### src/rtl/shift_toggle_register.sv
// Multi-mode WIDTH-bit register built as T flip-flops: hold, shift, load, toggle, up/down count.
// Define SHIFT_TOGGLE_ROTATE_EN to make mode 111 rotate right; otherwise mode 111 holds.
module shift_toggle_register #(
   parameter int WIDTH = 8
) (
   input  logic             Clk,
   input  logic             reset_n,
   input  logic             en,
   input  logic [2:0]       mode,
   input  logic             si_r,
   input  logic             si_l,
   input  logic [WIDTH-1:0] d,
   output logic [WIDTH-1:0] q,
   output logic             so_r,
   output logic             so_l,
   output logic             wrap
);

   localparam logic [2:0] MODE_HOLD  = 3'b000;
   localparam logic [2:0] MODE_SHR   = 3'b001;
   localparam logic [2:0] MODE_SHL   = 3'b010;
   localparam logic [2:0] MODE_LOAD  = 3'b011;
   localparam logic [2:0] MODE_TOG   = 3'b100;
   localparam logic [2:0] MODE_UP    = 3'b101;
   localparam logic [2:0] MODE_DOWN  = 3'b110;
   localparam logic [2:0] MODE_ROT   = 3'b111;

   logic [WIDTH-1:0] q_reg;
   logic             wrap_reg;
   logic [WIDTH-1:0] t_next;
   logic             wrap_next;
   logic [WIDTH-1:0] shr_src;
   logic [WIDTH-1:0] shl_src;
   logic [WIDTH-1:0] rot_src;
   logic [WIDTH-1:0] ones_below;
   logic [WIDTH-1:0] zeros_below;

   assign shr_src = {si_r, q_reg[WIDTH-1:1]};
   assign shl_src = {q_reg[WIDTH-2:0], si_l};
`ifdef SHIFT_TOGGLE_ROTATE_EN
   assign rot_src = {q_reg[0], q_reg[WIDTH-1:1]};
`else
   assign rot_src = q_reg;
`endif

   // Synchronous T-enable chains: bit i toggles when every lower bit is 1 (up) or 0 (down).
   always_comb begin
      logic acc_ones;
      logic acc_zeros;
      acc_ones    = 1'b1;
      acc_zeros   = 1'b1;
      ones_below  = '0;
      zeros_below = '0;
      for (int i = 0; i < WIDTH; i++) begin
         ones_below[i]  = acc_ones;
         zeros_below[i] = acc_zeros;
         acc_ones       = acc_ones & q_reg[i];
         acc_zeros      = acc_zeros & ~q_reg[i];
      end
   end

   function automatic logic t_bit(input logic [2:0] m, input logic qb, input logic shr_b,
                                  input logic shl_b, input logic d_b, input logic rot_b,
                                  input logic ones_b, input logic zeros_b);
      logic t;
      case (m)
         MODE_HOLD: t = 1'b0;
         MODE_SHR:  t = qb ^ shr_b;
         MODE_SHL:  t = qb ^ shl_b;
         MODE_LOAD: t = qb ^ d_b;
         MODE_TOG:  t = d_b;
         MODE_UP:   t = ones_b;
         MODE_DOWN: t = zeros_b;
         MODE_ROT:  t = qb ^ rot_b;
         default:   t = 1'b0;
      endcase
      return t;
   endfunction

   genvar gi;
   generate
      for (gi = 0; gi < WIDTH; gi++) begin : g_tbit
         assign t_next[gi] = en & t_bit(mode, q_reg[gi], shr_src[gi], shl_src[gi], d[gi],
                                        rot_src[gi], ones_below[gi], zeros_below[gi]);
      end
   endgenerate

   assign wrap_next = en & (((mode == MODE_UP) & (&q_reg)) | ((mode == MODE_DOWN) & ~(|q_reg)));

   always_ff @(negedge Clk or negedge reset_n) begin
      if (!reset_n) begin
         q_reg    <= '0;
         wrap_reg <= 1'b0;
      end else begin
         q_reg    <= q_reg ^ t_next;
         wrap_reg <= wrap_next;
      end
   end

   assign q    = q_reg;
   assign wrap = wrap_reg;
   assign so_r = q_reg[0];
   assign so_l = q_reg[WIDTH-1];

endmodule

### config.mk
export PLATFORM = sky130hd
export DESIGN_NAME = shift_toggle_register
export DESIGN_NICKNAME = d
export VERILOG_FILES = /design/src/rtl/shift_toggle_register.sv
export SDC_FILE = /design/constraint.sdc
export NUM_CORES = 1
export LEC_CHECK = 0
export BUFFER_PORTS_ARGS = -buffer_cell sky130_fd_sc_hd__buf_2
export CAP_MARGIN = 40
export CORE_ASPECT_RATIO = 1.1
export CORE_MARGIN = 10
export CORE_UTILIZATION = 48
export DETAILED_ROUTE_END_ITERATION = 8
export GPL_TIMING_DRIVEN = 0
export PLACE_DENSITY = 0.75
export SLEW_MARGIN = 20
export SYNTH_ARGS = -nofsm -noshare
export SYNTH_HDL_FRONTEND = slang
export SYNTH_SLANG_ARGS = --single-unit
### constraint.sdc
create_clock -name Clk -period 1.94 [get_ports Clk]
set_input_delay 0 -clock Clk [delete_from_list [all_inputs] [get_ports Clk]]
set_output_delay 0 -clock Clk [all_outputs]
set_load 0.03 [all_outputs]
==> results.cfg <==
[outcome]
status = finished, violations left
violations = setup timing

[yosys]
yosys.area_share.adder_pct = 8.58
synthFlopType = dfrtn_1
ys_seq_elements = 9
synth_compound_area_share_pct = 27.6
synth-simple-area-share_pct = 26.3
syn_area_per_cell_sq_um = 7.93
ys_seq_area_share_pct = 19.3
muxShareOfSynthArea_pct = 3.65
syn-num-nets = 171
syn_area_sq_um = 1170
synth-edff-count = 0
synth_top_family_by_area = compound AO/OA/AOI/OAI gates
synth.distinct_cells = 54
synth_xor_area_share_pct = 5.26
synth_cells = 147
async_reset_ff_share_pct = 100
yosys_warnings = 0

[clock_tree]
cts_buffers = 3
cts_tree = yes
path_clk_slew_ns = 0.06
htreeDepth = 1
cts_hold_buf = 0
cts_root_buf = clkbuf_4
clk_path_buf_depth = 2
clock_latency_ns = 0.29
cts.sinks = 9

[pwr]
p_per_area_nw_per_um2 = 1280
ir_drop_mv = 0.873
power_leakage_nw = 0.837

[timing]
fin_skew_ns = 0.00639
slew-limit-headroom_pct = 77.4
hold_viol = 0
rsz0062_at_grt = yes
tightestPinTransition_ns = 0.334
slew_viol_final = 0
setup_viol = 10
tns_ns = -1.07
setup_ws_ns = -0.183

[global_route]
antenna_found_initial = 0
grt_pass1_wl_mm = 6.25
grt_overflow = 0
grt_pass1_vias = 1412
grt.total_usage_pct = 15.8
grt_max_degree = 11

[place]
port_buffers = 25
gp_congestion = 0.968
hpwl_mm = 2.62
dpl_cell_area_sq_um = 1380

[die]
io_pins = 27
dieHeight_microns = 71.7
die_x_microns = 67.0
start_util_pct = 51.3
rows = 18
core_area_sq_um = 2270
fp.dieArea_sq_um = 4800

[finish]
layout-drive-gt1-share_pct = 44.7
syn_to_final_growth_pct = 56.9
final_net_count = 224
largest_reg_flops = 8
fillers = 148
num_antenna_cells = 0
seq_area_sq_um = 225
stdcell_area_sq_um = 1830
multi_input_area_sq_um = 1000

[critical_path]
r2r_end = q[6]$_DFF_NN0_
rrSetupSlack_ns = -0.14
r2r-start = q[0]$_DFF_NN0_
crit_type = in -> reg
ff2ff_path_depth = 8
worstPathArrival_ns = 1.29
critPathLaunchType = input port
path_max_fanout = 8
required_ns = 1.11
crit_path_end_kind = flop

[drt]
first_pass_iters = 4
drtIter0Drc = 111
route.detailed.drc = 0
viasPerCell = 6.36
wl_mm = 4.19
post_drt_wl_per_cell_microns = 18.3
ant_nets = 0
vias = 1457

[job]
cap_viol_max_count = 0

[min_path]
min_path_type = in -> async
synth_stat cells, types with 3 or more instances:
| library cell | instances | area, sq um |
|---|---|---|
| buf_4 | 3 | 22.5 |
| ha_1 | 8 | 100 |
| nand2b_1 | 6 | 37.5 |
| a21oi_1 | 6 | 30.0 |
| xnor2_1 | 6 | 52.6 |
| dfrtn_1 | 9 | 225 |
| buf_2 | 9 | 45.0 |
| nor2b_1 | 8 | 50.1 |
| inv_1 | 9 | 33.8 |
| o221ai_1 | 3 | 26.3 |
| o211ai_1 | 3 | 22.5 |
| o21ai_0 | 8 | 40.0 |
| nand2_1 | 14 | 52.6 |
| nor2_1 | 5 | 18.8 |
power breakdown:
part	internal, mW	total [mW]	switching [mW]
Sequential	0.279	0.370	0.0910
Combinational	0.855	1.80	0.944
Clock	0.0800	0.167	0.0871
worst max-delay path by stage:
stage / startpoint / endpoint / slack [ns] / cells after the start
6_report: mode[0] / q[6]$_DFF_NN0_ / -0.18 / 8
5_1_grt: mode[0] / q[6]$_DFF_NN0_ / -0.24 / 7
4_1_cts: mode[0] / q[7]$_DFF_NN0_ / -0.24 / 7
3_5_place_dp: mode[0] / q[7]$_DFF_NN0_ / -0.60 / 7
3_3_place_gp: mode[0] / q[7]$_DFF_NN0_ / -0.57 / 7
2_1_floorplan: mode[1] / q[6]$_DFF_NN0_ / -0.32 / 7
cells in the final DEF, fill, tap and decap left out, types with 2 or more instances in the layout:
cell / count
nor2b_1: 6
nand2b_1: 4
dfrtn_1: 9
clkbuf_4: 3
nand4_1: 2
or3_1: 2
inv_1: 9
and2_1: 2
o21ai_1: 3
nand3b_1: 2
nor2b_4: 2
a2111oi_4: 2
o221ai_2: 3
a21oi_1: 5
buf_4: 26
o21ai_0: 6
buf_6: 13
buf_2: 17
a211o_1: 2
clkbuf_2: 2
nand2_1: 14
nand2b_4: 2
nor2_1: 5
o211ai_1: 3
and3_1: 2
mux2i_1: 2
buf_8: 3
xnor2_1: 6
ha_1: 7
cell families (layout without fill, tap and decap cells):
group / count (synthesis) / in the layout
compound gates: 43 / 43
xor+xnor: 7 / 7
fa+ha+maj: 8 / 8
buf+inv: 23 / 75
flops: 9 / 9
mux: 4 / 4
simple gates: 53 / 53
final cells by class:
| cell class | count | area share, % |
|---|---|---|
| multi-input cells | 115 | 54.9 |
| repair buffers | 48 | 19.9 |
| flip-flops and latches | 9 | 12.3 |
| plain buffers | 14 | 7.52 |
| well taps | 30 | 2.05 |
| inverters | 9 | 1.85 |
| clock buffers | 4 | 1.44 |
routing by layer:
| layer | up-vias | GRT usage (%) | wire, microns |
|---|---|---|---|
| met2 | 75 | 26.5 | 2040 |
| met3 | 20 | 3.11 | 303 |
| met5 | - | 0 | 0 |
| met1 | 719 | 18.6 | 1680 |
| li1 | 643 | - | - |
| met4 | 0 | 7.31 | 155 |
critical path: stages:
cell and delay [ns]:
buf_8 0.08, buf_4 0.11, or3b_4 0.37, buf_6 0.15, o21ai_4 0.15, nand2b_4 0.14
mux2i_1 0.06, a211o_1 0.23
stage by stage:
stage | std cells | hold slack (ns) | utilization (%) | setup slack [ns] | total power [mW]
finish | 229 | 0.422 | 80.4 | -0.183 | 2.34
global route | 229 | 0.441 | 80.4 | -0.239 | 2.49
CTS | 222 | 0.438 | 73.2 | -0.240 | 2.06
detailed placement | 202 | 0.535 | 60.8 | -0.603 | 1.57
global placement | 202 | 0.541 | 60.8 | -0.574 | 1.54
floorplan | 147 | 0.566 | - | -0.320 | 1.26
repair_timing:
item,4_1_cts,5_1_grt
resized for setup,34,22
gates cloned,0,0
pin swaps,8,12
setup endpoints to repair,15,14
setup buffers,16,7
Power figures use the tool's default switching activity.
